==> src/rtl/muon_buf_scheduler.sv <==
// Ring-buffer controller for the muon buffer memory: hands buffers to the writer in order,
// accepts in-order releases from the processor, and tracks fill state, errors and dropped triggers.
module muon_buf_scheduler #(
  parameter int unsigned NBUF       = 4,
  parameter int unsigned NBUF_WIDTH = 2,
  parameter int unsigned WC_WIDTH   = 12,
  parameter int unsigned DROP_WIDTH = 16
) (
  input  logic                  CLK120,
  input  logic                  RESET_N,
  input  logic                  WR_DONE,
  input  logic [WC_WIDTH-1:0]   WR_WORDS,
  input  logic                  TRIG_REQ,
  input  logic                  REL_STROBE,
  input  logic [NBUF_WIDTH-1:0] REL_BUF,
  input  logic                  ERR_CLR,
  output logic                  WR_ENABLE,
  output logic [NBUF_WIDTH-1:0] WR_BUF,
  output logic [NBUF_WIDTH-1:0] RD_BUF,
  output logic [WC_WIDTH-1:0]   RD_WORDS,
  output logic [NBUF-1:0]       FULL_FLAGS,
  output logic [NBUF_WIDTH:0]   NUM_FULL,
  output logic                  INTR,
  output logic                  REL_ERR,
  output logic                  OVR_ERR,
  output logic [DROP_WIDTH-1:0] DROP_CTR,
  output logic [31:0]           STATUS
);

  localparam int unsigned NfWidth = NBUF_WIDTH + 1;
  localparam logic [NBUF_WIDTH:0] NumBuf = NfWidth'(NBUF);

  typedef enum logic [0:0] {StWriting, StStalled} wr_state_e;

  wr_state_e             state_q, state_d;
  logic [NBUF_WIDTH-1:0] wr_buf_q, wr_buf_d, rd_buf_q, rd_buf_d;
  logic [NBUF-1:0]       full_q, full_d;
  logic [NBUF_WIDTH:0]   num_full_q, num_full_d;
  logic                  intr_q, intr_d;
  logic                  rel_err_q, rel_err_d;
  logic                  ovr_err_q, ovr_err_d;
  logic [DROP_WIDTH-1:0] drop_q, drop_d;
  logic [WC_WIDTH-1:0]   words_q [NBUF];
  logic [WC_WIDTH-1:0]   words_d [NBUF];
  logic [WC_WIDTH-1:0]   rd_words_q;
  logic [31:0]           status_q, status_d;

  logic wr_en;
  logic wr_accept;
  logic rel_valid;

  assign wr_en     = (state_q == StWriting);
  assign wr_accept = WR_DONE && wr_en;
  assign rel_valid = REL_STROBE && (REL_BUF == rd_buf_q) && full_q[rd_buf_q];

  always_comb begin
    wr_buf_d   = wr_buf_q;
    rd_buf_d   = rd_buf_q;
    full_d     = full_q;
    num_full_d = num_full_q;
    intr_d     = intr_q;
    rel_err_d  = rel_err_q;
    ovr_err_d  = ovr_err_q;
    drop_d     = drop_q;
    words_d    = words_q;

    // A write can never land on the buffer being released: equal pointers with a
    // free slot means the ring is empty, so no release can be valid.
    if (wr_accept) begin
      full_d[wr_buf_q]  = 1'b1;
      words_d[wr_buf_q] = WR_WORDS;
      wr_buf_d          = wr_buf_q + NBUF_WIDTH'(1);
    end
    if (rel_valid) begin
      full_d[rd_buf_q] = 1'b0;
      rd_buf_d         = rd_buf_q + NBUF_WIDTH'(1);
    end

    case ({wr_accept, rel_valid})
      2'b10:   num_full_d = num_full_q + NfWidth'(1);
      2'b01:   num_full_d = num_full_q - NfWidth'(1);
      default: ;
    endcase

    if (wr_accept) begin
      intr_d = 1'b1;
    end else if (rel_valid && (num_full_d == '0)) begin
      intr_d = 1'b0;
    end

    if (REL_STROBE && !rel_valid) begin
      rel_err_d = 1'b1;
    end else if (ERR_CLR) begin
      rel_err_d = 1'b0;
    end

    if (WR_DONE && !wr_en) begin
      ovr_err_d = 1'b1;
    end else if (ERR_CLR) begin
      ovr_err_d = 1'b0;
    end

    if (TRIG_REQ && !wr_en && (drop_q != '1)) begin
      drop_d = drop_q + DROP_WIDTH'(1);
    end

    state_d = (num_full_d == NumBuf) ? StStalled : StWriting;

    status_d                       = '0;
    status_d[NBUF_WIDTH-1:0]       = wr_buf_d;
    status_d[4 +: NBUF_WIDTH]      = rd_buf_d;
    status_d[8 +: NBUF]            = full_d;
    status_d[12]                   = intr_d;
    status_d[13]                   = rel_err_d;
    status_d[14]                   = ovr_err_d;
    status_d[16 +: NfWidth]        = num_full_d;
    status_d[31:24]                = 8'(drop_d);
  end

  always_ff @(posedge CLK120 or negedge RESET_N) begin
    if (!RESET_N) begin
      state_q    <= StWriting;
      wr_buf_q   <= '0;
      rd_buf_q   <= '0;
      full_q     <= '0;
      num_full_q <= '0;
      intr_q     <= 1'b0;
      rel_err_q  <= 1'b0;
      ovr_err_q  <= 1'b0;
      drop_q     <= '0;
      rd_words_q <= '0;
      status_q   <= '0;
      for (int i = 0; i < int'(NBUF); i++) begin
        words_q[i] <= '0;
      end
    end else begin
      state_q    <= state_d;
      wr_buf_q   <= wr_buf_d;
      rd_buf_q   <= rd_buf_d;
      full_q     <= full_d;
      num_full_q <= num_full_d;
      intr_q     <= intr_d;
      rel_err_q  <= rel_err_d;
      ovr_err_q  <= ovr_err_d;
      drop_q     <= drop_d;
      rd_words_q <= words_q[rd_buf_q];
      status_q   <= status_d;
      words_q    <= words_d;
    end
  end

  assign WR_ENABLE  = wr_en;
  assign WR_BUF     = wr_buf_q;
  assign RD_BUF     = rd_buf_q;
  assign RD_WORDS   = rd_words_q;
  assign FULL_FLAGS = full_q;
  assign NUM_FULL   = num_full_q;
  assign INTR       = intr_q;
  assign REL_ERR    = rel_err_q;
  assign OVR_ERR    = ovr_err_q;
  assign DROP_CTR   = drop_q;
  assign STATUS     = status_q;

endmodule

==> config.mk <==
export PLATFORM = sky130hd
export DESIGN_NAME = muon_buf_scheduler
export DESIGN_NICKNAME = d
export VERILOG_FILES = /design/src/rtl/muon_buf_scheduler.sv
export SDC_FILE = /design/constraint.sdc
export NUM_CORES = 1
export LEC_CHECK = 0
export CAP_MARGIN = 20
export CORE_MARGIN = 1
export CORE_UTILIZATION = 27
export DETAILED_ROUTE_END_ITERATION = 6
export SLEW_MARGIN = 0
export SYNTH_ARGS = -nofsm -noshare
export SYNTH_HDL_FRONTEND = slang
export SYNTH_SLANG_ARGS = --single-unit
==> constraint.sdc <==
create_clock -name CLK120 -period 3.5 [get_ports CLK120]
set_clock_uncertainty 0.05 [all_clocks]
set_input_delay 0.875 -clock CLK120 [delete_from_list [all_inputs] [get_ports CLK120]]
set_output_delay 0.875 -clock CLK120 [all_outputs]
set_load 0.005 [all_outputs]
* Word-level counts from Yosys, hierarchy flattened
Index checks and enable logic that the tools add are counted.
** Cells by class
- Reductions and logical operators :: 13
- Mux-type cells :: 25
- Bitwise gates (word level) :: 6
- Add/sub/neg operators :: 5
- Eq/ne operators :: 5
- Magnitude comparators :: 7
** Operator list (number)
- 48-bit bitwise mux :: 1
- 12-bit 2-to-1 mux :: 3
- 12-bit binary-select mux with 2-bit select :: 1
- 12-bit demux with 2-bit select :: 1
- 16-bit by 1-bit adder with 16-bit output, second input constant :: 1
- 16-bit inequality test, second input constant :: 1
- 1-bit logical AND :: 11
- 1-bit 2-to-1 mux :: 10
- 4-bit 2-to-1 mux :: 2
- 8-bit 2-to-1 mux :: 1
- 3-bit greater-or-equal comparator, second input constant :: 2
- 2-bit by 3-bit less-than comparator with 1-bit output, second input constant :: 2
- 2-bit inverter with 3-bit output :: 2
- 3-bit case mux with 2 select lines :: 1
- 2-bit by 1-bit adder with 2-bit output, second input constant :: 2
- 4-bit bitwise AND :: 1
- 1-bit demux with 2-bit select :: 2
- 2-bit by 1-bit greater-or-equal comparator with 1-bit output, second input constant :: 2
- 2-bit 2-to-1 mux :: 2
- 4-bit inverter :: 1
- 4-bit OR :: 1
- 3-bit by 1-bit adder with 3-bit output, second input constant :: 1
- 3-bit == test, second input constant :: 1
- 3-bit zero test :: 1
- 8 further kinds :: 8
** Word-level totals
- Input port bits :: 20
- Output and inout bits :: 75
- Word-level logic and storage cells :: 77
- Flip-flop bits (word level) :: 113

* Logic depth before layout (Yosys ltp)
- Depth after elaboration :: 9
- Gate-level depth with buffers :: 11
- Gate-level depth less buffers :: 10

* Worst setup path after synthesis
OpenSTA, ideal clock, no wires.
- Path type :: in2reg
- Start point :: input port REL_BUF[1]
- End point :: register status_q[12], in the netlist STATUS[12]
- Slack :: 0.612 ns
- Arrival time :: 2.750 ns
- Setup time :: 0.088 ns
- Data required time :: 3.362 ns
- Cell stages on the path :: 9
- Buffers on the path :: 0
- Path through :: and3_1 > o21ai_0 > a21oi_2 > ha_1 > inv_1 > fa_1 > xor2_1 > or3_1 > a41oi_1
** On the way
- Word-level cells in the longest chain between the ends :: 9
- Elaborated cells between the ends (all ways) :: 10
- Those cells by class :: eq/ne: 3; mux: 3; reduce/logical: 4
** RTL lines
- start: declaration :: RTL line 15 : input logic [NBUF_WIDTH-1:0] REL_BUF,
- 2-bit == test * :: RTL line 54 : assign rel_valid = REL_STROBE && (REL_BUF == rd_buf_q) && full_q[rd_buf_q];
- 1-bit logical AND * (2 in series) :: RTL line 54
- 2-bit by 1-bit == test with 1-bit output / 2-bit == test (equally long branches) :: RTL line 79 : case ({wr_accept, rel_valid})
- 3-bit case mux with 2 select lines :: RTL line 79
- 3-bit zero test :: RTL line 87 : end else if (rel_valid && (num_full_d == '0)) begin
- 1-bit logical AND * :: RTL line 87
- 1-bit 2-to-1 mux * :: RTL line 87
- 1-bit 2-to-1 mux * :: RTL line 85 : if (wr_accept) begin
- via intr_d :: RTL line 39 : logic intr_q, intr_d;
- end signal: assignment :: RTL line 147 : status_q <= status_d;
- end: declaration :: RTL line 46 : logic [31:0] status_q, status_d;
Mark *: on every way through the listed nets, which the timed path passes. The rest lies on a longest branch.
A chain may end at the register's enable or synchronous reset.

* Worst setup path after layout
- Start point :: input port REL_BUF[1]
- End point :: register state_q
** On the way
- Word-level cells in the longest chain between the ends :: 7
- Elaborated cells between the ends (all ways) :: 8
- Those cells by class :: eq/ne: 4; mux: 2; reduce/logical: 2
** RTL lines
- 2-bit == test * :: RTL line 54
- 1-bit logical AND * (2 in series) :: RTL line 54
- 2-bit by 1-bit == test with 1-bit output / 2-bit == test (equally long branches) :: RTL line 79
- 3-bit case mux with 2 select lines * :: RTL line 79
- via num_full_d[2] :: RTL line 38 : logic [NBUF_WIDTH:0] num_full_q, num_full_d;
- 3-bit == test * :: RTL line 107 : state_d = (num_full_d == NumBuf) ? StStalled : StWriting;
- 1-bit 2-to-1 mux * :: RTL line 107
- via state_d :: RTL line 35 : wr_state_e state_q, state_d;
- end signal: assignment :: RTL line 122 : state_q <= StWriting;
- end signal: assignment :: RTL line 137 : state_q <= state_d;
- end: declaration :: RTL line 35
Marked as above.

==> metrics list <==
- Grt ovf: 0
- Number of buffers created by CTS: 9
- For this run, the total global-route usage over all layers was measured as 0.116.
- Post-CTS repair changed the size of 0 cells.
- Synthesis produced 313 cells.
* Top flip-flop cell by instance count after synthesis: sky130_fd_sc_hd__dfrtp_1
- Crit path time final: 3.00 ns
- Final routed wire length divided by cell count: 14.9 µm
- The core region is 0.0152 mm².
- Sw Pwr: 1280 µW
* Pwr Density: 808 mW/mm²
- Clk Tree Root Cell: sky130_fd_sc_hd__clkbuf_16
- The detailed router finished its first iteration with 78 violations.
* Max rail drop VDD: 304 µV
* Maximum number of pins on one net before global-route repair: 48
- Wirelength, routed: 8.67 mm
- Vias in the first global route: 2780
* Initial core utilization: 0.277
- The design draws 4370 µW.
- The count of buffers added on input and output ports is 84.
- Fin util: 0.356
- For this design, the CTS-stage hold fixing added 0 buffers.
- Unrepaired setup endpoints after global routing: false
- The final count of pins violating max slew is 0.
- Yosys mapped a number of flops with a built-in enable equal to 0.
* H-tree depth reported by CTS: 3
- Final-report setup violation count: 0
- Global-route wire length before repair: 14.3 mm
- In this run, synthesis produced a sequential element count of 91.
- Using the TritonRoute via totals, the vias-per-cell ratio works out to 4.55.
- Area fraction of the dominant cell type after synthesis: 0.541
- Of the available clock period, the critical path in the final layout requires 0.858.
- Buffers added to address setup during post-CTS repair amount to 0.
* Die width: 127 µm
* Async set or reset register ratio after synthesis: 1.00
- Library cell occupying the most area in the post-synthesis netlist: sky130_fd_sc_hd__dfrtp_1
- Vertical die dimension: 127 µm
- Setup total negative slack on the finished layout was measured at 0 ns.
* Worst Hold Class: flop to flop
- Data arrival time at the worst-slack endpoint: 3.23 ns
- For the worst-skew pair, the clock arrives at the later sink with an insertion delay of 0.34 ns.
- Layout cells sized above 1: 0.242
* Row cnt: 45
- The placed instances occupy a cell area of 0.00513 mm².
- Cell types with the largest area share after synthesis: sky130_fd_sc_hd__dfrtp_1 54%, sky130_fd_sc_hd__mux2_2 13%, sky130_fd_sc_hd__mux4_2 6.4%, sky130_fd_sc_hd__buf_4 5.7%, sky130_fd_sc_hd__ha_1 3.0%
- Status: completed
- For this block, the via count after detailed routing is 2638.
* Netlist area before placement: 0.00421 mm²
- Depth of the worst register-to-register path: 11
* Post-layout net count: 418
* Category of the worst setup path capture point: flop
- Combinational Power Share: 0.386
* Clock sink count: 91
- The share of the Yosys chip area taken by registers is 0.541.
- Clock Power Share: 0.208
- Final Hold Violating Endpoints: 0
- Of the total power, the share spent switching nets is 0.292.
- Post-route DRC violation count: 0
* Data required time at the worst endpoint: 3.73 ns
- Maximum fanout along the worst path: 4
* Final weighted congestion in routability-driven placement: 0.755
- The share of total power dissipated in sequential elements is 0.406.
- CTS Buffer Depth: 2
- Counting distinct cell types in the post-synthesis netlist gives 43.
* Number of instances on the worst hold path: 1
- The setup path with the least slack is of type input pin to flop.
- Leak pwr: 0.00233 µW
- Setup slack of the critical path after layout: 0.495 ns
- Syn_area_per_cell: 13.4 µm²
- The worst setup path is launched from an input pin.
* First-pass DRT Iterations: 4
- N_diodes: 0
- In this run the tightest slew margin relative to its limit is 0.600.
- Clock-pin slew was measured on the worst setup and hold paths at 0.06 ns.
- CTS tree: built
- During I/O placement, the number of pins put on the boundary was 95.
- Pre-CTS worst setup slack: 0.163 ns
* Internal power: 3090 µW
- Filler cells: 1494
- Die Footprint: 0.0161 mm²
- Area growth from synthesis to layout: 28.6%
* Number of routed nets with antenna violations: 0
- DP Wirelength: 5.96 mm
- Antenna violations before repair: 0
* Synth warn: 0
* Max Cap Viol: 0
- Fmax: 333 MHz
* Final design instance area without fill: 0.00541 mm²
* Actual slew at the worst max-slew pin: 0.600 ns
-- cell families after synthesis --
kind of cell	count (synthesis)	synth area share
compound gates	27	0.0384
xor+xnor	16	0.0333
fa+ha+maj	11	0.0345
buf+inv	53	0.0773
flops	91	0.541
mux	63	0.201
other cells	1	0.000891
simple gates	51	0.0732
-- worst paths after layout --
| path | from | to | slack (ns) |
|---|---|---|---|
| max | REL_BUF[1] | state_q | 0.50 |
| min | words_q[13] | words_q[13] | 0.45 |
| max reg2reg | RD_BUF[0] | state_q | 0.82 |
| min reg2reg | words_q[13] | words_q[13] | 0.45 |
| max in group asynchronous | RESET_N | words_q[7] | 2.24 |
| min in group asynchronous | RESET_N | STATUS[12] | 0.48 |
-- cells in the mapped netlist, types with 5 or more instances --
cell / number
sky130_fd_sc_hd__xor2_1: 11
sky130_fd_sc_hd__buf_2: 5
sky130_fd_sc_hd__buf_4: 32
sky130_fd_sc_hd__o21ai_0: 7
sky130_fd_sc_hd__nor3_1: 5
sky130_fd_sc_hd__nor2_1: 6
sky130_fd_sc_hd__nand2_1: 14
sky130_fd_sc_hd__nand4_1: 6
sky130_fd_sc_hd__a21oi_1: 12
sky130_fd_sc_hd__mux2_2: 49
sky130_fd_sc_hd__ha_1: 10
sky130_fd_sc_hd__dfrtp_1: 91
sky130_fd_sc_hd__mux4_2: 12
sky130_fd_sc_hd__inv_1: 12
sky130_fd_sc_hd__xnor2_1: 5
-- cells in the final DEF, fill, tap and decap left out, drive strengths merged, types with 7 or more instances in the layout --
cell / n
o21ai: 7
buf: 12
nand4: 7
nand2: 14
a21oi: 13
clkdlybuf4s50: 83
mux2: 50
nor2: 7
mux4: 12
xor2: 11
conb: 10
dfrtp: 91
ha: 10
clkbuf: 12
inv: 12
-- state kept, by name, summed over array words and instances, names as in the netlist --
register / flops
STATUS: 15
RD_BUF: 1
words_q: 48
DROP_CTR: 8
state_q: 1
RD_WORDS: 12
NUM_FULL: 2
FULL_FLAGS: 3
WR_BUF: 1
-- power by group through the flow --
stage	clock network, µW	registers, µW	logic (µW)
floorplan	0	1730	1070
global placement	0	1770	1690
detailed placement	0	1800	1720
CTS	941	1790	1730
global route	984	1840	1850
finish	910	1770	1690
-- cell type report --
type                            instances  area [µm²]  share of cell area
Clock buffer                           12         256              0.0474
Timing Repair Buffer                   95         933               0.172
Multi-Input combinational cell        178        1640               0.303
Sequential cell                        91        2280               0.421
Clock inverter                          4        25.0             0.00462
Inverter                               12        45.0             0.00832
Tap cell                              188         235              0.0435
-- worst max-delay path: stages --
cell and delay, ns:
sky130_fd_sc_hd__clkdlybuf4s50_1 0.49, sky130_fd_sc_hd__and4b_1 0.20, sky130_fd_sc_hd__a21oi_1 0.08, sky130_fd_sc_hd__a21oi_2 0.18, sky130_fd_sc_hd__ha_1 0.19, sky130_fd_sc_hd__inv_1 0.07
sky130_fd_sc_hd__fa_1 0.40, sky130_fd_sc_hd__xor2_1 0.17, sky130_fd_sc_hd__or3_1 0.33, sky130_fd_sc_hd__nand2_1 0.11, sky130_fd_sc_hd__and2_1 0.13
-- layer usage --
metal | part of all wire | global-route usage
met1 | 0.43 | 0.138
met2 | 0.51 | 0.199
met3 | 0.047 | 0.0371
met4 | 0.011 | 0.0399
met5 | 0 | 0
-- metrics by stage --
| stage | instances | hold slack (ns) |
|---|---|---|
| floorplan | 322 | 0.424 |
| global placement | 564 | 0.431 |
| detailed placement | 564 | 0.438 |
| CTS | 580 | 0.451 |
| global route | 580 | 0.455 |
| finish | 580 | 0.448 |
No activity file was read; power rests on OpenSTA's default activity.
